### config.mk
export PLATFORM = sky130hd
export DESIGN_NAME = battery_sprite_renderer
export DESIGN_NICKNAME = d
export VERILOG_FILES = /design/src/rtl/battery_pkg.sv /design/src/rtl/battery_anim_timer.sv /design/src/rtl/battery_sprite_renderer.sv
export SDC_FILE = /design/constraint.sdc
export NUM_CORES = 1
export LEC_CHECK = 0
export CAP_MARGIN = 5
export CORE_AREA = 2 2 74 83
export CTS_CLUSTER_SIZE = 30
export DETAILED_ROUTE_END_ITERATION = 8
export DIE_AREA = 0 0 76 85
export GPL_TIMING_DRIVEN = 0
export PLACE_DENSITY = 0.84
export SLEW_MARGIN = 5
export SYNTH_ARGS = -nofsm -noshare
export SYNTH_HDL_FRONTEND = slang
export SYNTH_SLANG_ARGS = --single-unit
### constraint.sdc
create_clock -name Clk -period 4.7 [get_ports Clk]
set_input_delay 0.47 -clock Clk [delete_from_list [all_inputs] [get_ports Clk]]
set_output_delay 0.47 -clock Clk [all_outputs]
set_load 0.02 [all_outputs]
### src/rtl/battery_pkg.sv
// Shared types and defaults for the battery pickup sprite renderer.
package battery_pkg;

  // Pickup lifecycle: not present, collectable, blinking out after collection.
  typedef enum logic [1:0] {
    IDLE   = 2'd0,
    ACTIVE = 2'd1,
    BLINK  = 2'd2
  } state_e;

  // Palette index that the sprite art uses for "no pixel here" (magenta F0D).
  localparam logic [3:0] TRANSP_IDX = 4'h2;

  localparam int COORD_W          = 10;
  localparam int DEF_SPR_W        = 32;
  localparam int DEF_SPR_H        = 32;
  localparam int DEF_NUM_FRAMES   = 4;
  localparam int DEF_FRAME_PERIOD = 15;
  localparam int DEF_BLINK_TICKS  = 60;

endpackage

### src/rtl/battery_anim_timer.sv
// Vsync-tick prescaler for the pickup: charge-level animation frame index
// while collectable, and the post-collect blink counter with its done pulse.
module battery_anim_timer
  import battery_pkg::*;
#(
  parameter int NUM_FRAMES   = DEF_NUM_FRAMES,
  parameter int FRAME_PERIOD = DEF_FRAME_PERIOD,
  parameter int BLINK_TICKS  = DEF_BLINK_TICKS,
  parameter int FRAME_W      = $clog2(NUM_FRAMES),
  parameter int PRE_W        = $clog2(FRAME_PERIOD),
  parameter int BLINK_W      = $clog2(BLINK_TICKS)
) (
  input  logic               clk_i,
  input  logic               reset_i,
  input  logic               vsync_tick_i,
  input  logic               clear_i,        // spawn accepted: restart animation
  input  logic               frame_en_i,     // animation advances only while collectable
  input  logic               blink_start_i,  // collect accepted: restart blink count
  input  logic               blink_en_i,     // blink count advances only while blinking
  output logic [FRAME_W-1:0] frame_o,
  output logic               blink_visible_o,
  output logic               blink_done_o
);

  logic [PRE_W-1:0]   pre_q, pre_d;
  logic [FRAME_W-1:0] frame_q, frame_d;
  logic [BLINK_W-1:0] blink_q, blink_d;

  // Next-state for prescaler, frame index and blink counter; clears take priority over ticks.
  always_comb begin
    pre_d        = pre_q;
    frame_d      = frame_q;
    blink_d      = blink_q;
    blink_done_o = 1'b0;
    if (clear_i) begin
      pre_d   = '0;
      frame_d = '0;
    end else if (frame_en_i && vsync_tick_i) begin
      if (pre_q == PRE_W'(FRAME_PERIOD - 1)) begin
        pre_d   = '0;
        frame_d = frame_q + FRAME_W'(1);  // power-of-two frame count wraps naturally
      end else begin
        pre_d = pre_q + PRE_W'(1);
      end
    end
    if (blink_start_i) begin
      blink_d = '0;
    end else if (blink_en_i && vsync_tick_i) begin
      if (blink_q == BLINK_W'(BLINK_TICKS - 1)) begin
        blink_d      = '0;
        blink_done_o = 1'b1;
      end else begin
        blink_d = blink_q + BLINK_W'(1);
      end
    end
  end

  // Counter registers with synchronous reset.
  always_ff @(posedge clk_i) begin
    if (reset_i) begin
      pre_q   <= '0;
      frame_q <= '0;
      blink_q <= '0;
    end else begin
      pre_q   <= pre_d;
      frame_q <= frame_d;
      blink_q <= blink_d;
    end
  end

  assign frame_o         = frame_q;
  // Four ticks shown, four ticks hidden.
  assign blink_visible_o = ~blink_q[2];

endmodule

### src/rtl/battery_sprite_renderer.sv
// Battery pickup renderer: lifecycle FSM, position registers and a two-stage
// hit/address pipeline feeding a sync sprite ROM. Output index/on for a pixel
// appear two clocks after its DrawX/DrawY.
module battery_sprite_renderer
  import battery_pkg::*;
#(
  parameter int SPR_W        = DEF_SPR_W,
  parameter int SPR_H        = DEF_SPR_H,
  parameter int NUM_FRAMES   = DEF_NUM_FRAMES,
  parameter int FRAME_PERIOD = DEF_FRAME_PERIOD,
  parameter int BLINK_TICKS  = DEF_BLINK_TICKS,
  parameter int ADDR_W       = $clog2(NUM_FRAMES * SPR_W * SPR_H)
) (
  input  logic               Clk,
  input  logic               Reset,
  input  logic               vsync_tick,
  input  logic [9:0]         DrawX,
  input  logic [9:0]         DrawY,
  input  logic               spawn,
  input  logic [9:0]         spawn_x,
  input  logic [9:0]         spawn_y,
  input  logic               collect,
  output logic [ADDR_W-1:0]  rom_addr,
  input  logic [3:0]         rom_data,
  output logic [3:0]         pixel_index,
  output logic               pixel_on,
  output logic               active,
  output state_e             dbg_state_o
);

  localparam int XB      = $clog2(SPR_W);
  localparam int YB      = $clog2(SPR_H);
  localparam int FRAME_W = $clog2(NUM_FRAMES);

  state_e             state_q, state_d;
  logic [COORD_W-1:0] pos_x_q, pos_x_d;
  logic [COORD_W-1:0] pos_y_q, pos_y_d;
  logic               active_q;
  logic               spawn_acc, collect_acc;

  logic [FRAME_W-1:0] frame;
  logic               blink_visible, blink_done;

  logic [COORD_W-1:0] dx, dy;
  logic               hit, vis;
  logic [ADDR_W-1:0]  addr_d, rom_addr_q;
  logic               hit_s1_q, vis_s1_q, hit_s2_q, vis_s2_q;

  battery_anim_timer #(
    .NUM_FRAMES  (NUM_FRAMES),
    .FRAME_PERIOD(FRAME_PERIOD),
    .BLINK_TICKS (BLINK_TICKS)
  ) u_timer (
    .clk_i          (Clk),
    .reset_i        (Reset),
    .vsync_tick_i   (vsync_tick),
    .clear_i        (spawn_acc),
    .frame_en_i     ((state_q == ACTIVE) && !collect),
    .blink_start_i  (collect_acc),
    .blink_en_i     (state_q == BLINK),
    .frame_o        (frame),
    .blink_visible_o(blink_visible),
    .blink_done_o   (blink_done)
  );

  // Lifecycle next-state: collect beats spawn in ACTIVE, spawn ignored while blinking.
  always_comb begin
    state_d     = state_q;
    pos_x_d     = pos_x_q;
    pos_y_d     = pos_y_q;
    spawn_acc   = 1'b0;
    collect_acc = 1'b0;
    case (state_q)
      IDLE: begin
        if (spawn) begin
          state_d   = ACTIVE;
          spawn_acc = 1'b1;
        end
      end
      ACTIVE: begin
        if (collect) begin
          state_d     = BLINK;
          collect_acc = 1'b1;
        end else if (spawn) begin
          spawn_acc = 1'b1;
        end
      end
      BLINK: begin
        if (blink_done) state_d = IDLE;
      end
      default: state_d = IDLE;
    endcase
    if (spawn_acc) begin
      pos_x_d = spawn_x;
      pos_y_d = spawn_y;
    end
  end

  // Stage 0: box test by unsigned wrap, so pixels left/above the sprite fail too.
  // No pickup exists in IDLE, so nothing is addressed there.
  always_comb begin
    dx     = DrawX - pos_x_q;
    dy     = DrawY - pos_y_q;
    hit    = (state_q != IDLE) && (dx < COORD_W'(SPR_W)) && (dy < COORD_W'(SPR_H));
    vis    = (state_q == ACTIVE) || ((state_q == BLINK) && blink_visible);
    addr_d = hit ? {frame, dy[YB-1:0], dx[XB-1:0]} : '0;
  end

  // State, position and the two pipeline stages that track the ROM read.
  always_ff @(posedge Clk) begin
    if (Reset) begin
      state_q    <= IDLE;
      pos_x_q    <= '0;
      pos_y_q    <= '0;
      active_q   <= 1'b0;
      rom_addr_q <= '0;
      hit_s1_q   <= 1'b0;
      vis_s1_q   <= 1'b0;
      hit_s2_q   <= 1'b0;
      vis_s2_q   <= 1'b0;
    end else begin
      state_q    <= state_d;
      pos_x_q    <= pos_x_d;
      pos_y_q    <= pos_y_d;
      active_q   <= (state_d == ACTIVE);
      rom_addr_q <= addr_d;
      hit_s1_q   <= hit;
      vis_s1_q   <= vis;
      hit_s2_q   <= hit_s1_q;
      vis_s2_q   <= vis_s1_q;
    end
  end

  // Final stage: rom_data lines up with the twice-delayed hit/visible flags.
  always_comb begin
    pixel_on    = hit_s2_q && vis_s2_q && (rom_data != TRANSP_IDX);
    pixel_index = pixel_on ? rom_data : 4'h0;
  end

  assign rom_addr    = rom_addr_q;
  assign active      = active_q;
  assign dbg_state_o = state_q;

endmodule

=== Yosys cells after proc, flatten, opt, wreduce, memory -nomap -nowiden ===
Cells that the tools add are included.

* Flip-flop bits (word level): 51
* Input port bits: 49
* Output and inout bits: 20
* Logic and storage cells: 58

* Add/sub/neg operators: 5
* Order comparisons: 2
* Equal/unequal tests: 6
* Multiplexer cells: 15
* Bitwise logic cells: 2
* Reductions and logical operators: 16

{| class="wikitable"
|+ Operator list
! cell !! count
|-
| $lt 10x6->1 const B || 2
|-
| $sub 10x10->10 || 2
|-
| $logic_and 1x1->1 || 8
|-
| $mux 4 || 2
|-
| $mux 1 || 7
|-
| $add 6x1->6 const B || 1
|-
| $eq 6x6->1 const B || 1
|-
| $mux 2 || 3
|-
| $mux 6 || 1
|-
| $pmux 2 s3 || 1
|-
| $reduce_or 2->1 || 3
|-
| $add 4x1->4 const B || 1
|-
| $eq 2x1->1 const B || 2
|-
| $eq 4x4->1 const B || 1
|-
| $ne 4x2->1 const B || 1
|-
| $add 2x1->2 const B || 1
|-
| $eq 2x2->1 const B || 1
|-
| $logic_not 2->1 || 1
|-
| $not 1->1 || 2
|-
| $pmux 1 s2 || 1
|-
| $reduce_and 2->1 || 1
|-
| $reduce_bool 2->1 || 1
|-
| $logic_not 1->1 || 1
|-
| $logic_or 1x1->1 || 1
|}

=== Longest topological paths before layout ===
* Depth after elaboration: 7
* Mapped depth: 10
* Mapped depth without buffers: 9

=== By module ===
Synthesis repeated with hierarchy kept, for this count alone.

* Cells, all modules: 368
* Area total of the unflattened synthesis: 3002.9 µm²

{| class="wikitable"
|+ Modules (own cells, without submodules)
! module !! times used !! cells an instance !! area each (µm²) !! seq. area each (µm²)
|-
| battery_sprite_renderer || 1 || 299 || 2412.3 || 780.7
|-
| battery_anim_timer || 1 || 69 || 590.6 || 240.2
|}

=== Least setup slack after synthesis ===
OpenSTA, ideal clock, no wires.

* Path type: input -> register
* Start: input port DrawY[1]
* End: register rom_addr_q[4] (netlist: rom_addr[4])
* Library setup time: 0.088 ns
* Arrival: 2.394 ns
* Data required time: 4.612 ns
* Path slack: 2.219 ns
* Stages on the path: 8
* Buffers on the path: 1
* Path through: ha_1 > nor2b_1 > o31a_1 > or3_4 > a2111oi_4 > nand4_2 > buf_6 > nor4_4

* Longest elaborated chain between the ends: 5

{| class="wikitable"
|+ RTL lines
! what !! RTL line !! text
|-
| from (decl) || battery_sprite_renderer.sv:18 || <nowiki>input logic [9:0] DrawY,</nowiki>
|-
| $sub 10x10->10 || battery_sprite_renderer.sv:103 || <nowiki>dy = DrawY - pos_y_q;</nowiki>
|-
| $lt 10x6->1 || battery_sprite_renderer.sv:104 || <nowiki>hit = (state_q != IDLE) && (dx < COORD_W'(SPR_W)) && (dy < COORD_W'(SPR_H));</nowiki>
|-
| $logic_and 1x1->1 || battery_sprite_renderer.sv:104 ||
|-
| $not 1->1 (no source line) || -- ||
|-
| $reduce_or 2->1 (no source line) || -- ||
|-
| to (signal assigned) || battery_sprite_renderer.sv:126 || <nowiki>rom_addr_q <= addr_d;</nowiki>
|-
| to (decl) || battery_sprite_renderer.sv:46 || <nowiki>logic [ADDR_W-1:0] addr_d, rom_addr_q;</nowiki>
|}

No other way between the ends.
A chain may end at the register's enable or synchronous reset.

=== Final worst setup path ===
* Start: input port DrawY[6]
* End: register hit_s1_q

* Longest elaborated chain between the ends: 3

{| class="wikitable"
|+ RTL lines
! what !! RTL line !! text
|-
| $sub 10x10->10 || battery_sprite_renderer.sv:103 ||
|-
| $lt 10x6->1 || battery_sprite_renderer.sv:104 ||
|-
| $logic_and 1x1->1 || battery_sprite_renderer.sv:104 ||
|-
| to (signal assigned) || battery_sprite_renderer.sv:127 || <nowiki>hit_s1_q <= hit;</nowiki>
|-
| to (decl) || battery_sprite_renderer.sv:47 || <nowiki>logic hit_s1_q, vis_s1_q, hit_s2_q, vis_s2_q;</nowiki>
|}

No other way between the ends.

==> impl_metrics.csv <==
group,metric,value,unit
worst_setup_path,crit_path_start_kind,"input port",
clock_tree,clockRootBuffer,"clkbuf_8",
synthesis,synthesis.area,2942,um^2
timing,fin_crit,2988,ps
grt,grt_first_pass_wirelength,12050,um
worst_hold_path,min_path_cells,1,
timing,final_max_slew_viol_count,0,
timing,final_hold_viol_count,0,
worst_setup_path,r2r_start,"pos_y_q[6]$_SDFFE_PP0P_",
floorplanning,initial_core_util,0.5230,
synthesis,synth_async_sr_flop_share,0,
floorplanning,die_area,6460,um^2
final_layout,drive_above_1_share,0.05747,
route,post_drt_via_cell_ratio,5.416,
clock_tree,path_clk_slew,100,ps
timing,tns,0,ps
worst_setup_path,cp_common_cell,"clkbuf_1",
grt,grtUsageTotal,0.2270,
final_layout,antennaDiodeCount,0,
synthesis,synthDistinctLibCells,53,
timing,tightest_slew,755.9,ps
synthesis,ys_seq_elements,51,
final_layout,stdcell_area,3859,um^2
timing,finalSetupViolations,0,
worst_setup_path,crit_path_end_kind,"register",
clock_tree,cts-hold-fix-buffers,0,
clock_tree,cts_buffers,5,
route,wirelength,7232,um
route,routedWlPerCell,14.13,um
worst_setup_path,r2r_cells,9,
worst_setup_path,critPathRequiredTime,4870,ps
grt,antenna_found_initial,0,
timing,rsz0062_at_grt,"no",
worst_hold_path,holdPathEnd,"hit_s2_q$_SDFF_PP0_",
synthesis,syn_avg_cell_area,8.194,um^2
floorplanning,core,5624,um^2
timing,fmaxAchievable,334.7,MHz
synthesis,ys.flop_type,"dfxtp_1",
placed_design,placed_cell_area,3719,um^2
power,peakVddDrop,221.3,uV
final_layout,syn_to_final_growth,31.18,%
grt,grt_pass1_vias,2764,
clock_tree,cts_setup_buffers,0,
floorplanning,die_y,85,um
floorplanning,io_pins,69,
clock_tree,htreeDepth,2,
clock_tree,insertion_delay,310,ps
worst_setup_path,timing.rr.end,"hit_s1_q$_SDFF_PP0_",
floorplanning,rows,29,
worst_setup_path,path_buf_inv,3,
timing,relSlewSlack,0.4961,
placed_design,port_buffers,68,
worst_hold_path,hp-start,"hit_s1_q$_SDFF_PP0_",
worst_setup_path,cp_cell_sequence,"clkdlybuf4s50_1 -> ha_1 -> clkbuf_1 -> a21o_1 -> a2111oi_0 -> o21ai_0 -> o31ai_1 -> clkbuf_1 -> nor3_1",
route,dr.pass1.iters,4,
worst_setup_path,cp_top_family,"buffers and inverters",
run_status,outcome,"finished, final reports clean",
grt,grt_max_degree,18,
floorplanning,die_x,76,um
worst_setup_path,slowest_stage,"clkbuf_1",
synthesis,netlist.top_cell.by_area,"dfxtp_1",
synthesis,ys_seq_area_frac,0.3471,
final_layout,layout.nets,504,
synthesis,synthCells,359,
grt,grt-ovfl-total,0,
route,ant_nets,0,
worst_setup_path,cp.arrival,3160,ps
synthesis,synth_top_area_share,0.3471,
power,powerDensity,284.4,nW/um^2
synthesis,synth-warning-count,0,
worst_setup_path,cp_max_fo,10,
clock_tree,cts_tree,"done",
route,drc,0,
clock_tree,cts_resized,0,
worst_setup_path,regToRegSetupSlack,1890,ps
route,drtIter0Drc,109,
power,power_leakage,1.425,nW
clock_tree,clock_path_buffers,2,
placed_design,dp_hpwl,5667,um
timing,fin_skew,8.806,ps
synthesis,synth_edf_count,0,
synthesis,syn_nets,429,
clock_tree,cts_sinks,51,
worst_setup_path,setup.worst_path.class,"input port to register",
run,maxCapViolCount,0,
worst_setup_path,cpPeakStageDelay,640,ps
worst_hold_path,hold_class,"register to register",
synthesis,yosys-top-cells-area,"dfxtp_1 (35%), ha_1 (8.1%), nand2_1 (7.0%)",
route,via_count,2773,
timing,post-route-period-util,0.6357,
placed_design,place.gp.congestion,0.9675,
==> cells by family (layout without fill, tap and decap cells) <==
kind of cell    after synthesis  after routing  synth area share
simple gates                151            151            0.2807
compound gates               73             73            0.1608
flops                        51             51            0.3471
buf+inv                      44            120           0.05912
fa+ha+maj                    21             21           0.09443
xor+xnor                     16             16           0.04764
mux                           3              3           0.01021
==> worst register-to-register path: stages, from the launching register on <==
cell and delay [ps]:
dfxtp_1 360, inv_1 60, ha_1 260, clkbuf_1 200, a21o_1 230, a2111oi_0 430
o21ai_0 160, o31ai_1 200, clkbuf_1 640, nor3_1 130
==> registers in the layout, summed over array words and instances (netlist names) <==
name,count
active,1
dbg_state_o,2
hit_s1_q,1
hit_s2_q,1
pos_x_q,10
pos_y_q,10
rom_addr,12
u_timer.blink_q,6
u_timer.frame_o,2
u_timer.pre_q,4
vis_s1_q,1
vis_s2_q,1
==> where the power goes <==
part	internal [mW]	switching, mW	total, mW	leakage (nW)
clock	0.216	0.155	0.371	0.0703
combinational	0.120	0.149	0.269	0.940
sequential	0.446	0.0102	0.457	0.415
total	0.783	0.315	1.10	1.43
==> cell type report <==
type	count	area, um^2
Fill cell	478	1765
Multi-Input combinational cell	264	1747
Sequential cell	51	1021
Timing Repair Buffer	68	680.7
Inverter	30	112.6
Tap cell	77	96.34
Clock inverter	3	71.32
Clock buffer	5	68.82
Buffer	14	61.31
==> through the flow <==
step	power [mW]	setup WS [ps]	hold slack, ps	util	cells
after floorplan	0.6395	2219	413.8	-	359
after global placement	0.7229	1471	426.2	0.6612	504
after detailed placement	0.7318	1453	435.8	0.6612	504
after CTS	1.097	1759	447.8	0.6861	512
after global routing	1.146	1597	473.8	0.6861	512
final	1.097	1712	442.9	0.6861	512
==> layer usage <==
| layer | up-vias | routed length (um) | GRT usage |
|---|---|---|---|
| met2 | 71 | 3817 | 0.4383 |
| li1 | 1392 | - | - |
| met5 | - | 0 | 0 |
| met1 | 1300 | 3008 | 0.2543 |
| met3 | 10 | 318 | 0.04362 |
| met4 | 0 | 89 | 0.06281 |
==> synthesized netlist by cell type (2+ instances only) <==
master,n
ha_1,19
xnor2_1,6
fa_1,2
nor4_2,8
mux2i_1,3
nor4_1,4
and2_1,2
and3_1,5
nor4b_1,5
and3b_1,2
o31a_1,2
a211oi_1,4
nor3_1,9
nor2b_1,8
a21oi_1,35
a22oi_1,2
inv_1,30
nand3b_1,2
nor2_1,26
nand2b_1,2
o21a_1,4
xor2_1,10
a21boi_0,2
nand2_1,55
clkbuf_1,12
dfxtp_1,51
nand3_1,7
o21ai_0,8
or2_2,2
o31ai_1,3
nor3b_1,3
nand4_1,5
==> cells in the final DEF, fill, tap and decap left out, drive strengths merged, types with 3 or more instances in the layout <==
| cell type | Yosys | final |
|---|---|---|
| nand3 | 7 | 7 |
| ha | 19 | 19 |
| xnor2 | 6 | 6 |
| o21a | 4 | 4 |
| and3 | 5 | 5 |
| nor4 | 13 | 13 |
| nand2 | 55 | 55 |
| o21ai | 8 | 8 |
| o31ai | 3 | 3 |
| clkdlybuf4s50 | 0 | 68 |
| inv | 30 | 31 |
| nand4 | 6 | 6 |
| nor3 | 9 | 9 |
| dfxtp | 51 | 51 |
| a21oi | 35 | 35 |
| nor2 | 26 | 26 |
| mux2i | 3 | 3 |
| a211oi | 4 | 4 |
| clkbuf | 12 | 17 |
| nor3b | 3 | 3 |
| xor2 | 10 | 10 |
| nor4b | 5 | 5 |
| nor2b | 8 | 8 |
==> how the worst max path moves through the flow <==
stage | start | endpoint | depth (start not counted)
after CTS | DrawY[0] | rom_addr[4]$_SDFF_PP0_ | 11
final | DrawY[6] | hit_s1_q$_SDFF_PP0_ | 9
after detailed placement | DrawY[0] | rom_addr[4]$_SDFF_PP0_ | 11
after global placement | DrawY[0] | rom_addr[4]$_SDFF_PP0_ | 11
after global routing | DrawY[0] | hit_s1_q$_SDFF_PP0_ | 9
after floorplan | DrawY[1] | rom_addr[4]$_SDFF_PP0_ | 8
No activity file was read; power rests on OpenSTA's default activity.
